`config.mk`:
```
export PLATFORM = sky130hd
export DESIGN_NAME = cp0_regfile_irq
export DESIGN_NICKNAME = d
export VERILOG_FILES = /design/src/rtl/cp0_regfile_irq.sv
export SDC_FILE = /design/constraint.sdc
export NUM_CORES = 1
export LEC_CHECK = 0
export BUFFER_PORTS_ARGS = -buffer_cell sky130_fd_sc_hd__buf_2
export CAP_MARGIN = 5
export CELL_PAD_IN_SITES_DETAIL_PLACEMENT = 1
export CELL_PAD_IN_SITES_GLOBAL_PLACEMENT = 1
export CORE_MARGIN = 5
export CORE_UTILIZATION = 34
export CTS_CLUSTER_SIZE = 8
export DETAILED_ROUTE_END_ITERATION = 10
export HOLD_SLACK_MARGIN = 0.1
export PLACE_DENSITY_LB_ADDON = 0.1
export SYNTH_ARGS = -nofsm -noshare
export SYNTH_HDL_FRONTEND = slang
export SYNTH_SLANG_ARGS = --single-unit
```
`constraint.sdc`:
```
create_clock -name clk -period 2.75 [get_ports clk]
set_input_delay 0.275 -clock clk [delete_from_list [all_inputs] [get_ports clk]]
set_output_delay 0.275 -clock clk [all_outputs]
set_load 0.03 [all_outputs]
```
`src/rtl/cp0_regfile_irq.sv`:
```
// cp0_regfile_irq
//   MIPS-style coprocessor-0 register subset with timer and interrupt logic.
//   Implemented registers: BadVAddr(8), Count(9), Compare(11), Status(12),
//   Cause(13), EPC(14). Every other register number reads as zero.
//
// Ports
//   clk, rst      : clock and synchronous active-high reset
//   hw_int        : level-sensitive hardware interrupt lines (N_HWINT wide)
//   exc_valid     : an exception or ERET commits this cycle
//   exc_code      : ExcCode of the committing exception, 5'h1F = ERET
//   exc_bd        : faulting instruction sits in a branch delay slot
//   exc_pc        : PC of the faulting instruction
//   exc_badvaddr  : faulting address (captured for AdEL/AdES only)
//   mtc0_we       : MTC0 write strobe
//   mtc0_addr     : MTC0 destination register number
//   mtc0_wdata    : MTC0 write data
//   rd_addr       : MFC0 register number
//   rd_data       : combinational MFC0 read data
//   epc, status, cause : direct register views
//   irq_pending   : an enabled interrupt is pending and may be taken
module cp0_regfile_irq #(
    parameter int N_HWINT   = 6,
    parameter int COUNT_DIV = 2
) (
    input  logic               clk,
    input  logic               rst,
    input  logic [N_HWINT-1:0] hw_int,
    input  logic               exc_valid,
    input  logic [4:0]         exc_code,
    input  logic               exc_bd,
    input  logic [31:0]        exc_pc,
    input  logic [31:0]        exc_badvaddr,
    input  logic               mtc0_we,
    input  logic [4:0]         mtc0_addr,
    input  logic [31:0]        mtc0_wdata,
    input  logic [4:0]         rd_addr,
    output logic [31:0]        rd_data,
    output logic [31:0]        epc,
    output logic [31:0]        status,
    output logic [31:0]        cause,
    output logic               irq_pending
);

    localparam logic [4:0] ERET_CODE   = 5'h1F;
    localparam logic [4:0] REG_BADVA   = 5'd8;
    localparam logic [4:0] REG_COUNT   = 5'd9;
    localparam logic [4:0] REG_COMPARE = 5'd11;
    localparam logic [4:0] REG_STATUS  = 5'd12;
    localparam logic [4:0] REG_CAUSE   = 5'd13;
    localparam logic [4:0] REG_EPC     = 5'd14;
    localparam logic [3:0] PRE_LAST    = 4'(COUNT_DIV - 1);

    // Architectural state
    logic [31:0] count;
    logic [3:0]  presc;
    logic [31:0] compare;
    logic [31:0] badvaddr;
    logic [31:0] epc_q;
    logic [7:0]  im;
    logic        exl;
    logic        ie;
    logic        bd;
    logic        ti;
    logic [5:0]  hw_q;
    logic [1:0]  ip_sw;
    logic [4:0]  exc_code_q;

    // Decoded events for this cycle
    logic        is_exc;
    logic        is_eret;
    logic        take_epc;
    logic        ld_badva;
    logic        wr_count;
    logic        wr_compare;
    logic        wr_status;
    logic        wr_cause;
    logic        wr_epc;
    logic        timer_match;
    logic [5:0]  hw_ext;
    logic [7:0]  ip;

    assign is_exc     = exc_valid && (exc_code != ERET_CODE);
    assign is_eret    = exc_valid && (exc_code == ERET_CODE);
    // EPC/BD are only captured for the outermost exception; nested ones
    // leave them alone so a concurrent MTC0 to EPC may still land.
    assign take_epc   = is_exc && !exl;
    assign ld_badva   = is_exc && ((exc_code == 5'd4) || (exc_code == 5'd5));

    assign wr_count   = mtc0_we && (mtc0_addr == REG_COUNT);
    assign wr_compare = mtc0_we && (mtc0_addr == REG_COMPARE);
    assign wr_status  = mtc0_we && (mtc0_addr == REG_STATUS);
    assign wr_cause   = mtc0_we && (mtc0_addr == REG_CAUSE);
    assign wr_epc     = mtc0_we && (mtc0_addr == REG_EPC);

    // Compared against the registered Count, so a Count load this cycle
    // cannot produce a match until the following edge.
    assign timer_match = (count == compare) && (compare != 32'd0);

    // Pad the interrupt lines out to the six IP[7:2] slots.
    always_comb begin
        hw_ext = '0;
        hw_ext[N_HWINT-1:0] = hw_int;
    end

    // IP[7] is shared between the timer and the sixth hardware line.
    assign ip = {hw_q[5] | ti, hw_q[4:0], ip_sw};

    assign status = {9'b0, 1'b1, 6'b0, im, 6'b0, exl, ie};
    assign cause  = {bd, ti, 14'b0, ip, 1'b0, exc_code_q, 2'b00};
    assign epc    = epc_q;

    assign irq_pending = ie && !exl && (|(ip & im));

    always_comb begin
        rd_data = 32'd0;
        case (rd_addr)
            REG_BADVA:   rd_data = badvaddr;
            REG_COUNT:   rd_data = count;
            REG_COMPARE: rd_data = compare;
            REG_STATUS:  rd_data = status;
            REG_CAUSE:   rd_data = cause;
            REG_EPC:     rd_data = epc_q;
            default:     rd_data = 32'd0;
        endcase
    end

    always_ff @(posedge clk) begin
        if (rst) begin
            count      <= 32'd0;
            presc      <= 4'd0;
            compare    <= 32'd0;
            badvaddr   <= 32'd0;
            epc_q      <= 32'd0;
            im         <= 8'd0;
            exl        <= 1'b0;
            ie         <= 1'b0;
            bd         <= 1'b0;
            ti         <= 1'b0;
            hw_q       <= 6'd0;
            ip_sw      <= 2'd0;
            exc_code_q <= 5'd0;
        end else begin
            hw_q <= hw_ext;

            // Count load beats the prescaler tick and restarts the phase.
            if (wr_count) begin
                count <= mtc0_wdata;
                presc <= 4'd0;
            end else if (presc == PRE_LAST) begin
                count <= count + 32'd1;
                presc <= 4'd0;
            end else begin
                presc <= presc + 4'd1;
            end

            // Writing Compare acknowledges the timer and masks a same-cycle match.
            if (wr_compare) begin
                compare <= mtc0_wdata;
                ti      <= 1'b0;
            end else if (timer_match) begin
                ti <= 1'b1;
            end

            if (wr_cause) begin
                ip_sw <= mtc0_wdata[9:8];
            end

            if (wr_status) begin
                im  <= mtc0_wdata[15:8];
                ie  <= mtc0_wdata[0];
                exl <= mtc0_wdata[1];
            end
            // Later assignment wins: exception/ERET own EXL over MTC0.
            if (is_eret) begin
                exl <= 1'b0;
            end else if (is_exc) begin
                exl <= 1'b1;
            end

            if (is_exc) begin
                exc_code_q <= exc_code;
            end

            if (take_epc) begin
                epc_q <= exc_bd ? (exc_pc - 32'd4) : exc_pc;
                bd    <= exc_bd;
            end else if (wr_epc) begin
                epc_q <= mtc0_wdata;
            end

            if (ld_badva) begin
                badvaddr <= exc_badvaddr;
            end
        end
    end

endmodule
```
==> reports/results.md <==
| Result | Value | Unit |
| --- | --- | --- |
| Area Growth Syn to Fin | 26.8 | % |
| Least-Margin Pin Slew | 0.804 | ns |
| Remaining number of nets flagged by the antenna check after routing | 0 | - |
| CTS H-Tree Depth | 4 | - |
| Antenna diode count | 0 | - |
| Hold slack final | 0.111 | ns |
| Post-synthesis adder-cell area fraction | 0.582 | % |
| Io pins | 251 | - |
| Vias post-DR | 8907 | - |
| Overflow left after global routing | 0 | - |
| Worst-skew pair later-pin latency | 0.43 | ns |
| Mux contribution to synthesized area | 4.08 | % |
| Yosys warning count | 0 | - |
| Standard cell area after detailed placement | 9920 | um^2 |
| Number of nets in the finished design | 1411 | - |
| Leakage power of the design | 0.00431 | uW |
| Remaining routing DRC violations | 0 | - |
| Share of synthesized area occupied by flip-flops and latches | 36.6 | % |
| Fraction of final layout cells sized beyond drive strength 1 | 22.9 | % |
| Share of flip-flops with an asynchronous set or reset after synthesis | 0 | % |
| Final Max Tran Viols | 0 | - |
| Post-route worst setup slack | 0.168 | ns |
| Core area | 25000 | um^2 |
| Global-route wire length before repair | 55400 | um |
| Max Buffers Root-to-Sink | 2 | - |
| Final-report hold violation count | 0 | - |
| 1st-iter DRT viols | 877 | - |
| Root Buffer Master | clkbuf_16 | - |
| Critical path data arrival time | 2.92 | ns |
| Critical Path RT | 3.09 | ns |
| Post-Synthesis Cell Area | 8590 | um^2 |
| Flip-flop cell with the highest count after synthesis | dfxtp_1 | - |
| I/O Buffers | 211 | - |
| Dominant combinational cell family by area after synthesis | simple AND/OR/NAND/NOR gates | - |
| Endpoint kind of the worst setup timing path | flip-flop | - |
| Initial antenna violation count | 0 | - |
| Pin count of the biggest net entering global routing | 100 | - |
| Compound-gate portion of the synthesized area | 19.0 | % |
| Peak Freq | 387 | MHz |
| Startpoint kind of the worst setup timing path | flip-flop | - |
| Synthesized instance count | 1066 | - |
| Via density | 5.47 | - |
| #FFs+latches synth | 157 | - |
| Result of the run | finished, final reports clean | - |
| Initial cell density of the core | 34.3 | % |
| Clock slew seen by the registers of the worst setup and hold paths | 0.07 | ns |
| Final clock period utilization by the worst path | 93.9 | % |
| Number of global-route vias before repair | 8881 | - |
| Pwr per Cell Area | 531 | nW/um^2 |
| Synthesized-area fraction occupied by xor and xnor cells | 8.15 | % |
| Placement row count | 58 | - |
| Worst Skew | 0.00699 | ns |
| Cell types occupying the most area after synthesis | dfxtp_1 (37%), nand2_1 (7.5%), xnor2_1 (6.1%) | - |
| Worst vdd rail ir drop | 364 | uV |
| Number of clock sinks | 157 | - |
| Number of clock buffers inserted by TritonCTS | 17 | - |
| Portion of synthesized cell area occupied by the leading cell type | 36.6 | % |
| Per-cell routed wire length | 22.7 | um |
| Post-synthesis cell type with the largest combined area | dfxtp_1 | - |
| Drt first pass iters | 5 | - |
| Largest fanout of any net on the critical path | 8 | - |
| Chip Height | 169 | um |
| Max cap viols | 0 | - |
| DPL Wire Length | 28100 | um |
| Full die area | 28600 | um^2 |
| Aggregate negative setup slack | 0 | ns |
| Classification of the worst setup path | flip-flop to flip-flop | - |
| Post-Route WL | 37000 | um |
| Setup repair after global routing missed its margin | no | - |
| Placement Setup Slack | 0.152 | ns |
| Chip Width | 169 | um |
| Kind of path behind the tightest hold check | input pin to flip-flop | - |
| All-layer global routing usage | 25.3 | % |
| Final Cell Area | 10900 | um^2 |
| Post-layout total power | 5790 | uW |
| Simple-gate area share of the yosys netlist | 23.6 | % |
| Number of distinct standard cells referenced by the synthesized netlist | 50 | - |
| Clock tree from TritonCTS | built | - |
| Max-Slew Margin vs Limit | 46.4 | % |
| Mean instance size in the synthesized netlist | 8.06 | um^2 |
| Gp weighted congestion | 0.905 | - |
| Count of flip-flops with a built-in enable after synthesis | 0 | - |
| Number of endpoints failing setup at the final stage | 0 | - |
| Fin crit period | 2.58 | ns |
==> registers in the layout (all words and copies together), names as in the netlist, 2 cells and up <==
signal and count:
count 32, exc_code_q 5, badvaddr 32, ip_sw 2
im 8, hw_q 6, epc 32, compare 32
presc 4
==> final timing paths <==
check / from / to / slack, ns / cells after the start
worst max-delay path: count[7]$_SDFFE_PP0P_ / count[30]$_SDFFE_PP0P_ / 0.17 / 5
worst min-delay path: exc_code[1] / exc_code_q[1]$_SDFFE_PP0P_ / 0.11 / 3
worst max register to register: count[7]$_SDFFE_PP0P_ / count[30]$_SDFFE_PP0P_ / 0.17 / 5
worst min register to register: badvaddr[23]$_SDFFE_PP0P_ / badvaddr[23]$_SDFFE_PP0P_ / 0.46 / 2
==> timing repair <==
item / in CTS / in global routing
setup buffers: 0 / 0
hold endpoints to repair: 36 / 1
resized for setup: 0 / 1
endpoints found under the setup margin: 0 / 3
hold buffers: 35 / 1
==> area by class of cell <==
type / count / area, um^2
Inverter: 13 / 48.8
Multi-Input combinational cell: 814 / 4950
Timing Repair Buffer: 282 / 1730
Clock buffer: 18 / 439
Sequential cell: 157 / 3140
Tap cell: 330 / 413
Fill cell: 3070 / 14100
Clock inverter: 14 / 171
==> synth_stat cells (all sizes together), types with 10 or more instances <==
| library cell | number |
|---|---|
| nand4 | 22 |
| buf | 54 |
| nor2b | 20 |
| nor3 | 17 |
| o21ai | 13 |
| nor4 | 28 |
| clkbuf | 65 |
| nor2 | 73 |
| or4 | 10 |
| mux2i | 35 |
| dfxtp | 157 |
| a22oi | 63 |
| xor2 | 20 |
| a222oi | 11 |
| nand2 | 171 |
| nand3 | 24 |
| inv | 13 |
| a311oi | 12 |
| xnor2 | 60 |
| a21oi | 67 |
| or3 | 16 |
| a211oi | 61 |
==> worst max-delay path, cell delays in order (launching register included) <==
cell,delay (ns)
dfxtp_1,0.45
nand2_1,0.17
or4_4,0.56
or4_1,0.67
or3_1,0.39
a311oi_1,0.26
==> routing by layer <==
metal / vias up / GRT usage [%] / routed length, um
met5: - / 0 / 0
met4: 0 / 5.50 / 482
met3: 31 / 4.02 / 2380
met2: 339 / 38.9 / 16700
met1: 4336 / 37.6 / 17500
li1: 4201 / - / -
==> stage by stage <==
stage,std cells,utilization [%]
CTS,1627,43.5
global placement,1560,39.6
detailed placement,1560,39.6
finish,1628,43.5
global route,1628,43.5
floorplan,1103,-
==> placed cells by master (no fill, tap or decap), types with 12 or more instances in the layout <==
| cell type | n |
|---|---|
| a211oi_1 | 61 |
| a21oi_1 | 67 |
| a22oi_1 | 63 |
| a311oi_1 | 12 |
| buf_2 | 210 |
| buf_4 | 32 |
| clkbuf_16 | 17 |
| conb_1 | 39 |
| dfxtp_1 | 156 |
| dlygate4sd3_1 | 36 |
| inv_1 | 13 |
| mux2i_1 | 35 |
| nand2_1 | 171 |
| nand3_1 | 24 |
| nand4_1 | 21 |
| nor2_1 | 72 |
| nor2b_1 | 20 |
| nor3_1 | 14 |
| nor4_1 | 25 |
| o21ai_0 | 12 |
| or3_1 | 16 |
| xnor2_1 | 60 |
| xor2_1 | 20 |
==> power by group <==
part / internal (uW) / total (uW) / switching, uW
sequential: 2350 / 2450 / 95.6
combinational: 290 / 851 / 561
clock: 1400 / 2490 / 1090
total: 4040 / 5790 / 1750
==> logic make-up (layout without fill, tap and decap cells) <==
logic type               Yosys count  after routing
AO/OA/AOI/OAI                    239            239
XOR/XNOR                          80             80
adder cells (fa/ha/maj)            4              4
buffers and inverters            132            327
flip-flops                       157            157
multiplexers                      35             35
other                              2             39
AND/OR/NAND/NOR                  417            417
Note: power is estimated with default switching activity, not from simulation.
